## src/rtl/ea_unit.sv

```systemverilog
`default_nettype none
// ============================================================================
// Module      : ea_unit
// Description : Operand effective-address engine for the VM1-family core.
//               Runs any of the eight PDP-11 addressing modes as one
//               hardware sequence. It reads the register file, issues the
//               index and deferred bus reads, and returns the EA together
//               with at most one deferred register writeback.
// Revision    : 1.0 - initial release
// ----------------------------------------------------------------------------
// Ports
//   clk, reset_n       clock, synchronous active-low reset
//   ce                 clock enable; everything freezes while low
//   start/mode/regno/byte_op   request from the control unit
//   busy/done/err/reg_mode/ea  status and result back to the control unit
//   reg_rd_idx/reg_rd_data     register file read port (combinational)
//   reg_wr_en/idx/data         deferred writeback, strobed with done
//   bus_req/addr/ack/din/err   read-only bus master port
// ============================================================================
module ea_unit #(
    parameter int DW     = 16,
    parameter int NREG   = 8,
    parameter int RW     = 3,
    parameter int SP_IDX = 6,
    parameter int PC_IDX = 7
) (
    input  logic          clk,
    input  logic          reset_n,
    input  logic          ce,
    input  logic          start,
    input  logic [2:0]    mode,
    input  logic [RW-1:0] regno,
    input  logic          byte_op,
    output logic          busy,
    output logic          done,
    output logic          err,
    output logic          reg_mode,
    output logic [DW-1:0] ea,
    output logic [RW-1:0] reg_rd_idx,
    input  logic [DW-1:0] reg_rd_data,
    output logic          reg_wr_en,
    output logic [RW-1:0] reg_wr_idx,
    output logic [DW-1:0] reg_wr_data,
    output logic          bus_req,
    output logic [DW-1:0] bus_addr,
    input  logic          bus_ack,
    input  logic [DW-1:0] bus_din,
    input  logic          bus_err
);

    localparam logic [RW-1:0] c_sp_idx = RW'(SP_IDX % NREG);
    localparam logic [RW-1:0] c_pc_idx = RW'(PC_IDX % NREG);
    localparam logic [DW-1:0] c_one    = DW'(1);
    localparam logic [DW-1:0] c_two    = DW'(2);

    typedef enum logic [2:0] {
        S_IDLE    = 3'd0,
        S_CALC    = 3'd1,
        S_IDX_RD  = 3'd2,
        S_IDX_ADD = 3'd3,
        S_IND_RD  = 3'd4,
        S_FIN     = 3'd5
    } state_t;

    state_t        r_state;
    state_t        w_next;

    // Request latched at start
    logic [2:0]    r_mode;
    logic [RW-1:0] r_regno;
    logic          r_byte;
    // PC sampled in IDLE (read port points at PC while idle)
    logic [DW-1:0] r_pc;
    // R' for the index add, and the fetched index word X
    logic [DW-1:0] r_rp;
    logic [DW-1:0] r_x;
    logic [DW-1:0] r_ea;
    logic [DW-1:0] r_bus_addr;
    logic          r_err;
    logic          r_wb_pend;
    logic [RW-1:0] r_wb_idx;
    logic [DW-1:0] r_wb_data;

    logic          w_is_sppc;
    logic [DW-1:0] w_step;
    logic [DW-1:0] w_r;
    logic [DW-1:0] w_pc_now;
    logic [DW-1:0] w_r_dec;
    logic [DW-1:0] w_r_dec2;
    logic [DW-1:0] w_sum;
    logic [DW-1:0] w_calc_addr;
    logic          w_calc_bus;
    logic          w_word;

    // ------------------------------------------------------------------
    // Shared arithmetic
    // ------------------------------------------------------------------
    assign w_is_sppc = (r_regno == c_sp_idx) || (r_regno == c_pc_idx);
    // Byte autoinc/dec steps by 1 except on SP and PC, which stay word aligned
    assign w_step    = (r_byte && !w_is_sppc) ? c_one : c_two;
    assign w_r       = reg_rd_data;
    // When the operand register is PC itself, the CALC-cycle read is the PC
    assign w_pc_now  = (r_regno == c_pc_idx) ? reg_rd_data : r_pc;
    assign w_r_dec   = w_r - w_step;
    assign w_r_dec2  = w_r - c_two;
    assign w_sum     = r_x + r_rp;
    assign w_word    = !r_byte;

    // First bus address of the sequence and whether one is needed at all
    always_comb begin
        w_calc_addr = w_r;
        w_calc_bus  = 1'b0;
        case (r_mode)
            3'd3: begin
                w_calc_addr = w_r;
                w_calc_bus  = 1'b1;
            end
            3'd5: begin
                w_calc_addr = w_r_dec2;
                w_calc_bus  = 1'b1;
            end
            3'd6, 3'd7: begin
                w_calc_addr = w_pc_now;
                w_calc_bus  = 1'b1;
            end
            default: begin
                w_calc_addr = w_r;
                w_calc_bus  = 1'b0;
            end
        endcase
    end

    // ------------------------------------------------------------------
    // State register
    // ------------------------------------------------------------------
    always_ff @(posedge clk) begin
        if (!reset_n) begin
            r_state <= S_IDLE;
        end else if (ce) begin
            r_state <= w_next;
        end
    end

    // ------------------------------------------------------------------
    // Next state and outputs
    // ------------------------------------------------------------------
    always_comb begin
        w_next      = r_state;
        busy        = 1'b0;
        done        = 1'b0;
        err         = 1'b0;
        reg_mode    = 1'b0;
        reg_wr_en   = 1'b0;
        bus_req     = 1'b0;
        reg_rd_idx  = r_regno;

        case (r_state)
            S_IDLE: begin
                reg_rd_idx = c_pc_idx;
                if (start) begin
                    w_next = S_CALC;
                end
            end
            S_CALC: begin
                busy = 1'b1;
                // An odd first read address ends the sequence without a request
                if (w_calc_bus && !w_calc_addr[0]) begin
                    w_next = r_mode[2] && r_mode[1] ? S_IDX_RD : S_IND_RD;
                end else begin
                    w_next = S_FIN;
                end
            end
            S_IDX_RD: begin
                busy    = 1'b1;
                bus_req = 1'b1;
                if (bus_err) begin
                    w_next = S_FIN;
                end else if (bus_ack) begin
                    w_next = S_IDX_ADD;
                end
            end
            S_IDX_ADD: begin
                busy = 1'b1;
                if ((r_mode == 3'd7) && !w_sum[0]) begin
                    w_next = S_IND_RD;
                end else begin
                    w_next = S_FIN;
                end
            end
            S_IND_RD: begin
                busy    = 1'b1;
                bus_req = 1'b1;
                if (bus_err || bus_ack) begin
                    w_next = S_FIN;
                end
            end
            S_FIN: begin
                busy      = 1'b1;
                done      = 1'b1;
                err       = r_err;
                reg_mode  = (r_mode == 3'd0);
                reg_wr_en = r_wb_pend && !r_err;
                w_next    = S_IDLE;
            end
            default: begin
                w_next = S_IDLE;
            end
        endcase
    end

    assign ea          = r_ea;
    assign bus_addr    = r_bus_addr;
    assign reg_wr_idx  = r_wb_idx;
    assign reg_wr_data = r_wb_data;

    // ------------------------------------------------------------------
    // Datapath
    // ------------------------------------------------------------------
    always_ff @(posedge clk) begin
        if (!reset_n) begin
            r_mode     <= 3'd0;
            r_regno    <= '0;
            r_byte     <= 1'b0;
            r_pc       <= '0;
            r_rp       <= '0;
            r_x        <= '0;
            r_ea       <= '0;
            r_bus_addr <= '0;
            r_err      <= 1'b0;
            r_wb_pend  <= 1'b0;
            r_wb_idx   <= '0;
            r_wb_data  <= '0;
        end else if (ce) begin
            case (r_state)
                S_IDLE: begin
                    if (start) begin
                        r_mode    <= mode;
                        r_regno   <= regno;
                        r_byte    <= byte_op;
                        r_pc      <= reg_rd_data;
                        r_err     <= 1'b0;
                        r_wb_pend <= 1'b0;
                    end
                end
                S_CALC: begin
                    r_err      <= 1'b0;
                    r_wb_pend  <= 1'b0;
                    r_wb_idx   <= r_regno;
                    r_bus_addr <= w_calc_addr;
                    case (r_mode)
                        3'd0: begin
                            r_ea <= '0;
                        end
                        3'd1: begin
                            r_err <= w_word && w_r[0];
                            r_ea  <= (w_word && w_r[0]) ? '0 : w_r;
                        end
                        3'd2: begin
                            r_err     <= w_word && w_r[0];
                            r_ea      <= (w_word && w_r[0]) ? '0 : w_r;
                            r_wb_pend <= 1'b1;
                            r_wb_data <= w_r + w_step;
                        end
                        3'd4: begin
                            r_err     <= w_word && w_r_dec[0];
                            r_ea      <= (w_word && w_r_dec[0]) ? '0 : w_r_dec;
                            r_wb_pend <= 1'b1;
                            r_wb_data <= w_r_dec;
                        end
                        3'd3: begin
                            r_wb_pend <= 1'b1;
                            r_wb_data <= w_r + c_two;
                        end
                        3'd5: begin
                            r_wb_pend <= 1'b1;
                            r_wb_data <= w_r_dec2;
                        end
                        default: begin
                            // Modes 6/7: PC always advances past the index word
                            r_rp      <= (r_regno == c_pc_idx) ? w_r + c_two : w_r;
                            r_wb_pend <= 1'b1;
                            r_wb_idx  <= c_pc_idx;
                            r_wb_data <= w_pc_now + c_two;
                        end
                    endcase
                    if (w_calc_bus && w_calc_addr[0]) begin
                        r_err <= 1'b1;
                        r_ea  <= '0;
                    end
                end
                S_IDX_RD: begin
                    if (bus_err) begin
                        r_err <= 1'b1;
                        r_ea  <= '0;
                    end else if (bus_ack) begin
                        r_x <= bus_din;
                    end
                end
                S_IDX_ADD: begin
                    if (r_mode == 3'd7) begin
                        r_bus_addr <= w_sum;
                        if (w_sum[0]) begin
                            r_err <= 1'b1;
                            r_ea  <= '0;
                        end
                    end else if (w_word && w_sum[0]) begin
                        r_err <= 1'b1;
                        r_ea  <= '0;
                    end else begin
                        r_ea <= w_sum;
                    end
                end
                S_IND_RD: begin
                    if (bus_err) begin
                        r_err <= 1'b1;
                        r_ea  <= '0;
                    end else if (bus_ack) begin
                        if (w_word && bus_din[0]) begin
                            r_err <= 1'b1;
                            r_ea  <= '0;
                        end else begin
                            r_ea <= bus_din;
                        end
                    end
                end
                default: begin
                end
            endcase
        end
    end

endmodule
`default_nettype wire
```

## config.mk

```make
export PLATFORM = sky130hd
export DESIGN_NAME = ea_unit
export DESIGN_NICKNAME = d
export VERILOG_FILES = /design/src/rtl/ea_unit.sv
export SDC_FILE = /design/constraint.sdc
export NUM_CORES = 1
export LEC_CHECK = 0
export BUFFER_PORTS_ARGS = -buffer_cell sky130_fd_sc_hd__clkbuf_2
export CAP_MARGIN = 5
export CORE_UTILIZATION = 40
export DETAILED_ROUTE_END_ITERATION = 7
export PLACE_DENSITY = 0.71
export SLEW_MARGIN = 20
export SYNTH_ARGS = -nofsm -noshare
export SYNTH_HDL_FRONTEND = slang
export SYNTH_SLANG_ARGS = --single-unit
```

## constraint.sdc

```tcl
create_clock -name clk -period 5.3 [get_ports clk]
set_clock_uncertainty 0.15 [all_clocks]
set_input_delay 1.325 -clock clk [delete_from_list [all_inputs] [get_ports clk]]
set_output_delay 1.325 -clock clk [all_outputs]
set_load 0.005 [all_outputs]
```

==> results of run 1 <==
==> where the power goes <==
| group | total [W] | leakage (nW) | internal (W) | switching [W] |
|---|---|---|---|---|
| logic | 0.000337 | 2.27 | 0.000112 | 0.000225 |
| registers | 0.000890 | 0.900 | 0.000860 | 0.0000306 |
| clock network | 0.000680 | 0.143 | 0.000335 | 0.000345 |
==> state kept, by name, summed over array words and instances, names as in the netlist <==
signal	flops
r_byte	1
r_wb_pend	1
r_err	1
ea	16
r_pc	16
reg_wr_data	16
r_regno	3
r_mode	3
bus_addr	16
reg_wr_idx	3
r_state	3
r_x	16
r_rp	16
==> cells by family (layout without fill, tap and decap cells) <==
kind of cell	after synthesis	after routing	share of synthesized area [%]
fa+ha+maj	26	26	4.21
xor+xnor	57	57	6.05
compound gates	375	375	29.7
buf+inv	116	156	5.85
flops	111	111	26.9
simple gates	424	424	25.2
mux	15	15	2.02
==> Yosys cell counts, types with 4 or more instances <==
| library cell | number |
|---|---|
| a211oi_1 | 24 |
| and3_1 | 23 |
| nor3b_1 | 6 |
| a311oi_1 | 5 |
| o311ai_0 | 5 |
| o31a_1 | 4 |
| o31ai_1 | 8 |
| o2111ai_1 | 8 |
| and4_1 | 7 |
| nand2_1 | 149 |
| or4_1 | 7 |
| xnor2_1 | 29 |
| o211ai_1 | 6 |
| a221oi_1 | 14 |
| dfxtp_1 | 111 |
| nor4_1 | 14 |
| o21ai_0 | 91 |
| nand4_1 | 21 |
| nand3_1 | 45 |
| a21boi_0 | 4 |
| clkbuf_1 | 65 |
| o21a_1 | 4 |
| and2_1 | 7 |
| ha_1 | 23 |
| a22oi_1 | 6 |
| buf_2 | 26 |
| nor2b_1 | 8 |
| or2_2 | 6 |
| mux2i_1 | 11 |
| a31oi_1 | 21 |
| inv_1 | 15 |
| nor3_1 | 25 |
| buf_1 | 6 |
| a21o_1 | 9 |
| or3_1 | 7 |
| a221o_1 | 7 |
| nand2b_1 | 13 |
| a21oi_1 | 106 |
| o221ai_1 | 7 |
| nand3b_1 | 5 |
| a2111oi_0 | 4 |
| xor2_1 | 28 |
| nor2_1 | 70 |
==> layout make-up <==
class | instances | area (um^2)
Clock buffer | 10 | 239
Clock inverter | 6 | 45.0
Fill cell | 2106 | 11100
Inverter | 17 | 63.8
Multi-Input combinational cell | 897 | 5560
Sequential cell | 111 | 2220
Tap cell | 270 | 338
Timing Repair Buffer | 123 | 663
==> worst min-delay path, stage by stage, from the launching register on <==
cell and delay, ps:
dfxtp_1 310, nand2_1 50, a21oi_1 50
==> per-stage QoR <==
stage	worst slack [ps]	util (%)	cell area [um^2]	hold WS [ps]	power, W
after floorplan	1180	-	8250	290	0.00111
after global placement	951	43.7	8850	300	0.00123
after detailed placement	897	43.7	8850	301	0.00123
after CTS	1270	45.1	9130	312	0.00191
after global routing	1090	45.1	9130	327	0.00198
final	1230	45.1	9130	310	0.00191
==> metal layers <==
layer	up-vias	GRT usage (%)	routed length, um
met4	0	11.7	1080
met3	75	5.42	2870
met2	504	44.4	13700
li1	4242	-	-
met1	4188	41.2	13700
met5	-	0	0
==> worst max-delay path by stage <==
stage                    from              to  slack, ps  cells past startpoint
4_1_cts        reg_rd_data[0]  reg_wr_data[8]       1270                     11
6_report       reg_rd_data[0]  reg_wr_data[8]       1230                     11
5_1_grt        reg_rd_data[0]  reg_wr_data[8]       1090                     11
3_3_place_gp   reg_rd_data[0]  reg_wr_data[8]        950                     11
2_1_floorplan  reg_rd_data[0]  reg_wr_data[8]       1180                     12
3_5_place_dp   reg_rd_data[0]  reg_wr_data[8]        900                     11
==> results_dict.tcl, run 1 <==
set metrics [dict create \
    yosysWarningCount 0 \
    nets 1230 \
    ys_ff_latch 111 \
    cts_root_buf "clkbuf_16" \
    crit_family "simple AND/OR/NAND/NOR gates" \
    cts.path.max_buffers 2 \
    hp-start "bus_addr[10]" \
    power.leakage_nw 3.31 \
    cts.sinks 111 \
    end_kind "flip-flop" \
    hold_buffers 0 \
    port_buffers 104 \
    fmaxAchievable_mhz 246 \
    detailed_place_hpwl_um 23200 \
    maxSlewViolCount 0 \
    cpMaxStageDelayCell "or4_1" \
    crit_chain "clkbuf_2 > inv_1 > ha_1 > inv_1 > fa_1 > or4_1 > or3_1 > xnor2_1 > a2111oi_0 > o21ai_1 > o2111a_1" \
    path_max_fanout 9 \
    wl_per_cell_um 21.9 \
    cts_tree "yes" \
    r2r_start "r_byte" \
    grt_usage_pct 29.4 \
    die_h_um 146 \
    slew-limit-headroom_pct 25.3 \
    hold_violations 0 \
    rr_worst_depth 11 \
    syn-num-nets 1195 \
    worstPathRequired_ps 5410 \
    power_per_cell_area_nw_per_um2 209 \
    gp_congestion 0.989 \
    rsz0062_at_grt "no" \
    drtIter0Drc 1326 \
    period_share_pct 76.7 \
    cts_resized 0 \
    drv_cap 0 \
    yosysTopAreaCell "dfxtp_1" \
    final_common_cell "nand2_1" \
    path_buf_inv 3 \
    reg2reg_slack_ps 1590 \
    core-area_um2 20200 \
    area_growth_pct 10.6 \
    arrival_ps 4180 \
    syn-cell-area_um2 8250 \
    numCtsBuffers 9 \
    remaining_drc_errors 0 \
    initial_utilization_pct 40.8 \
    tightest_slew_ps 1120 \
    antenna_found_initial 0 \
    vias 9009 \
    hold_class "reg2reg" \
    place_inst 1418 \
    htreeDepth 3 \
    grt_pass1_vias 8217 \
    synth-edff-count 0 \
    avgSynthCellArea_um2 7.34 \
    setup_tns_ps 0 \
    max_stage_delay_ps 580 \
    postCtsSetupBuffers 0 \
    first_pass_iters 8 \
    grt_max_degree 51 \
    final_cell_mix "nand2_1 (149), dfxtp_1 (111), a21oi_1 (106)" \
    synth_area_leaders "dfxtp_1 (27%), nand2_1 (6.8%), a21oi_1 (6.4%)" \
    synth_top_area_share_pct 26.9 \
    vias_per_cell 6.28 \
    critPathMostFrequentCell "inv_1" \
    ys.flop_type "dfxtp_1" \
    worst_r2r_endpoint "reg_wr_data[8]" \
    critical_path_class "in2reg" \
    path_clk_slew_ps 80 \
    async_flop_share_pct 0 \
    drive_gt1_share_pct 14.4 \
    worstSetupStartpointType "input port" \
    grt_overflow 0 \
    die_area_um2 21200 \
    whs_path_depth 2 \
    clk_latency_ps 370 \
    min_period_ps 4070 \
    ys_types 79 \
    routed_wl_um 31400 \
    antenna_left 0 \
    setup_viol 0 \
    die_w_um 146 \
    diodes 0 \
    status "complete, no violations" \
    peakVddDrop_mv 0.135 \
    fp-row-count 52 \
    fin_cells 1434 \
    holdPathEnd "bus_addr[10]" \
    yosysSeqAreaShare_pct 26.9 \
    grt_first_pass_wirelength_um 48800 \
    io_pins 105 \
    syn_inst 1124 \
]
Note: power is estimated with default switching activity, not from simulation.
==> run 2, diff against run 1 <==
- PLACE_DENSITY: 0.71 -> 0.73
- clock period: 5.3 -> 3.72 ns (I/O delays scaled with it)
==> run 2 against run 1 <==
- first-iteration DRC count shrank 24%
- clock power grew 66%
- die area is the same
- highest routed layer unchanged
==> results_dict.tcl, run 2 (synthesis gave the netlist of run 1 again) <==
set metrics [dict create \
    status "complete, no violations" \
    initial_utilization_pct 40.8 \
    comb_power_share_pct 17.8 \
    critPathMostFrequentCell "inv_1" \
    port_buffers 104 \
    tightest_slew_ps 882 \
    cts_root_buf "clkbuf_16" \
    grt_first_pass_wirelength_um 49000 \
    vias_per_cell 6.30 \
    die_w_um 146 \
    htreeDepth 3 \
    hold_buffers 0 \
    rsz0062_at_grt "no" \
    end_kind "flip-flop" \
    fp-row-count 52 \
    maxSlewViolCount 0 \
    gp_congestion 1.00 \
    first_pass_iters 6 \
    core-area_um2 20200 \
    slew-limit-headroom_pct 40.8 \
    rr_worst_depth 11 \
    antenna_found_initial 0 \
    remaining_drc_errors 0 \
    die_h_um 146 \
    min_period_ps 3370 \
    cts_resized 0 \
    vias 9245 \
    cts.path.max_buffers 2 \
    grt_overflow 0 \
    numCtsBuffers 9 \
    final_common_cell "nand2_1" \
    drv_cap 0 \
    routed_wl_um 32200 \
    path_clk_slew_ps 80 \
    period_share_pct 90.6 \
    worstSetupStartpointType "flip-flop" \
    grt_pass1_vias 8328 \
    die_area_um2 21200 \
    power_w 0.00291 \
    antenna_left 0 \
    p_clk_share_pct 38.8 \
    diodes 0 \
    p_sw_w 0.000883 \
    crit_chain "nand2_1 > inv_1 > ha_1 > inv_1 > fa_2 > or4_1 > or3_1 > xnor2_1 > a2111oi_0 > o21ai_1 > o2111a_1" \
    critical_path_class "reg2reg" \
    cts_tree "yes" \
    pwr-share-seq_pct 43.4 \
    grt_max_degree 40 \
    power_per_cell_area_nw_per_um2 308 \
    setup_viol 0 \
    hold_violations 0 \
    max_stage_delay_ps 490 \
    arrival_ps 3480 \
    final_cell_mix "nand2_1 (149), dfxtp_1 (111), a21oi_1 (106)" \
    worstPathRequired_ps 3820 \
    drtIter0Drc 1007 \
    grt_usage_pct 29.8 \
    area_growth_pct 14.4 \
    cts.sinks 111 \
    fmaxAchievable_mhz 297 \
    wl_per_cell_um 21.9 \
    postCtsSetupBuffers 0 \
    fin_util_pct 46.7 \
    detailed_place_hpwl_um 24400 \
    path_max_fanout 8 \
    hold_class "reg2reg" \
    cpMaxStageDelayCell "dfxtp_1" \
    clk_latency_ps 370 \
    power.leakage_nw 3.49 \
    setup_tns_ps 0 \
    peakVddDrop_mv 0.305 \
    whs_path_depth 2 \
    nets 1263 \
    io_pins 105 \
    drive_gt1_share_pct 16.8 \
    netSwitchingFraction_pct 30.3 \
    intPower_w 0.00203 \
]
[run 2: per-layer routing]
layer  vias up  part of all wire, %  global-route usage, %
met3        83                   10                   7.62
met5         -                    0                      0
met4         0                  3.9                   12.8
li1       4317                    -                      -
met1      4325                   42                   39.6
met2       520                   44                   45.6
[run 2: cell type report]
class                           instances  area (um^2)
Clock inverter                          6          103
Fill cell                            2127        10800
Sequential cell                       111         2220
Clock buffer                           10          239
Timing Repair Buffer                  156          923
Inverter                               17         63.8
Multi-Input combinational cell        897         5560
Tap cell                              270          338
[run 2: stage by stage]
stage,cell area (um^2),setup slack (ps),instances,hold slack (ps)
2_1_floorplan,8260,69.6,1124,290
3_3_place_gp,9100,172,1451,297
3_5_place_dp,9100,165,1451,297
4_1_cts,9450,370,1467,308
5_1_grt,9450,69.7,1467,332
6_report,9450,348,1467,305
[run 2: final timing paths]
path | start | to | slack [ps]
worst max-delay path | r_byte | reg_wr_data[8] | 350
worst min-delay path | bus_addr[5] | bus_addr[5] | 300
worst max register to register | r_byte | reg_wr_data[8] | 350
worst min register to register | bus_addr[5] | bus_addr[5] | 300
[run 2: power by group through the flow]
stage	Sequential, W	Clock, W	Combinational, W
3_3_place_gp	0.00129	0	0.000497
2_1_floorplan	0.00128	0	0.000305
4_1_cts	0.00126	0.00114	0.000502
6_report	0.00126	0.00113	0.000517
5_1_grt	0.00127	0.00118	0.000552
3_5_place_dp	0.00129	0	0.000500
[run 2: worst max-delay path, delay by kind of cell (launching register included)]
family | cells | cell delay (ps)
simple gates | 3 | 1010
compound gates | 3 | 630
fa+ha+maj | 2 | 570
flops | 1 | 490
buf+inv | 2 | 260
xor+xnor | 1 | 140
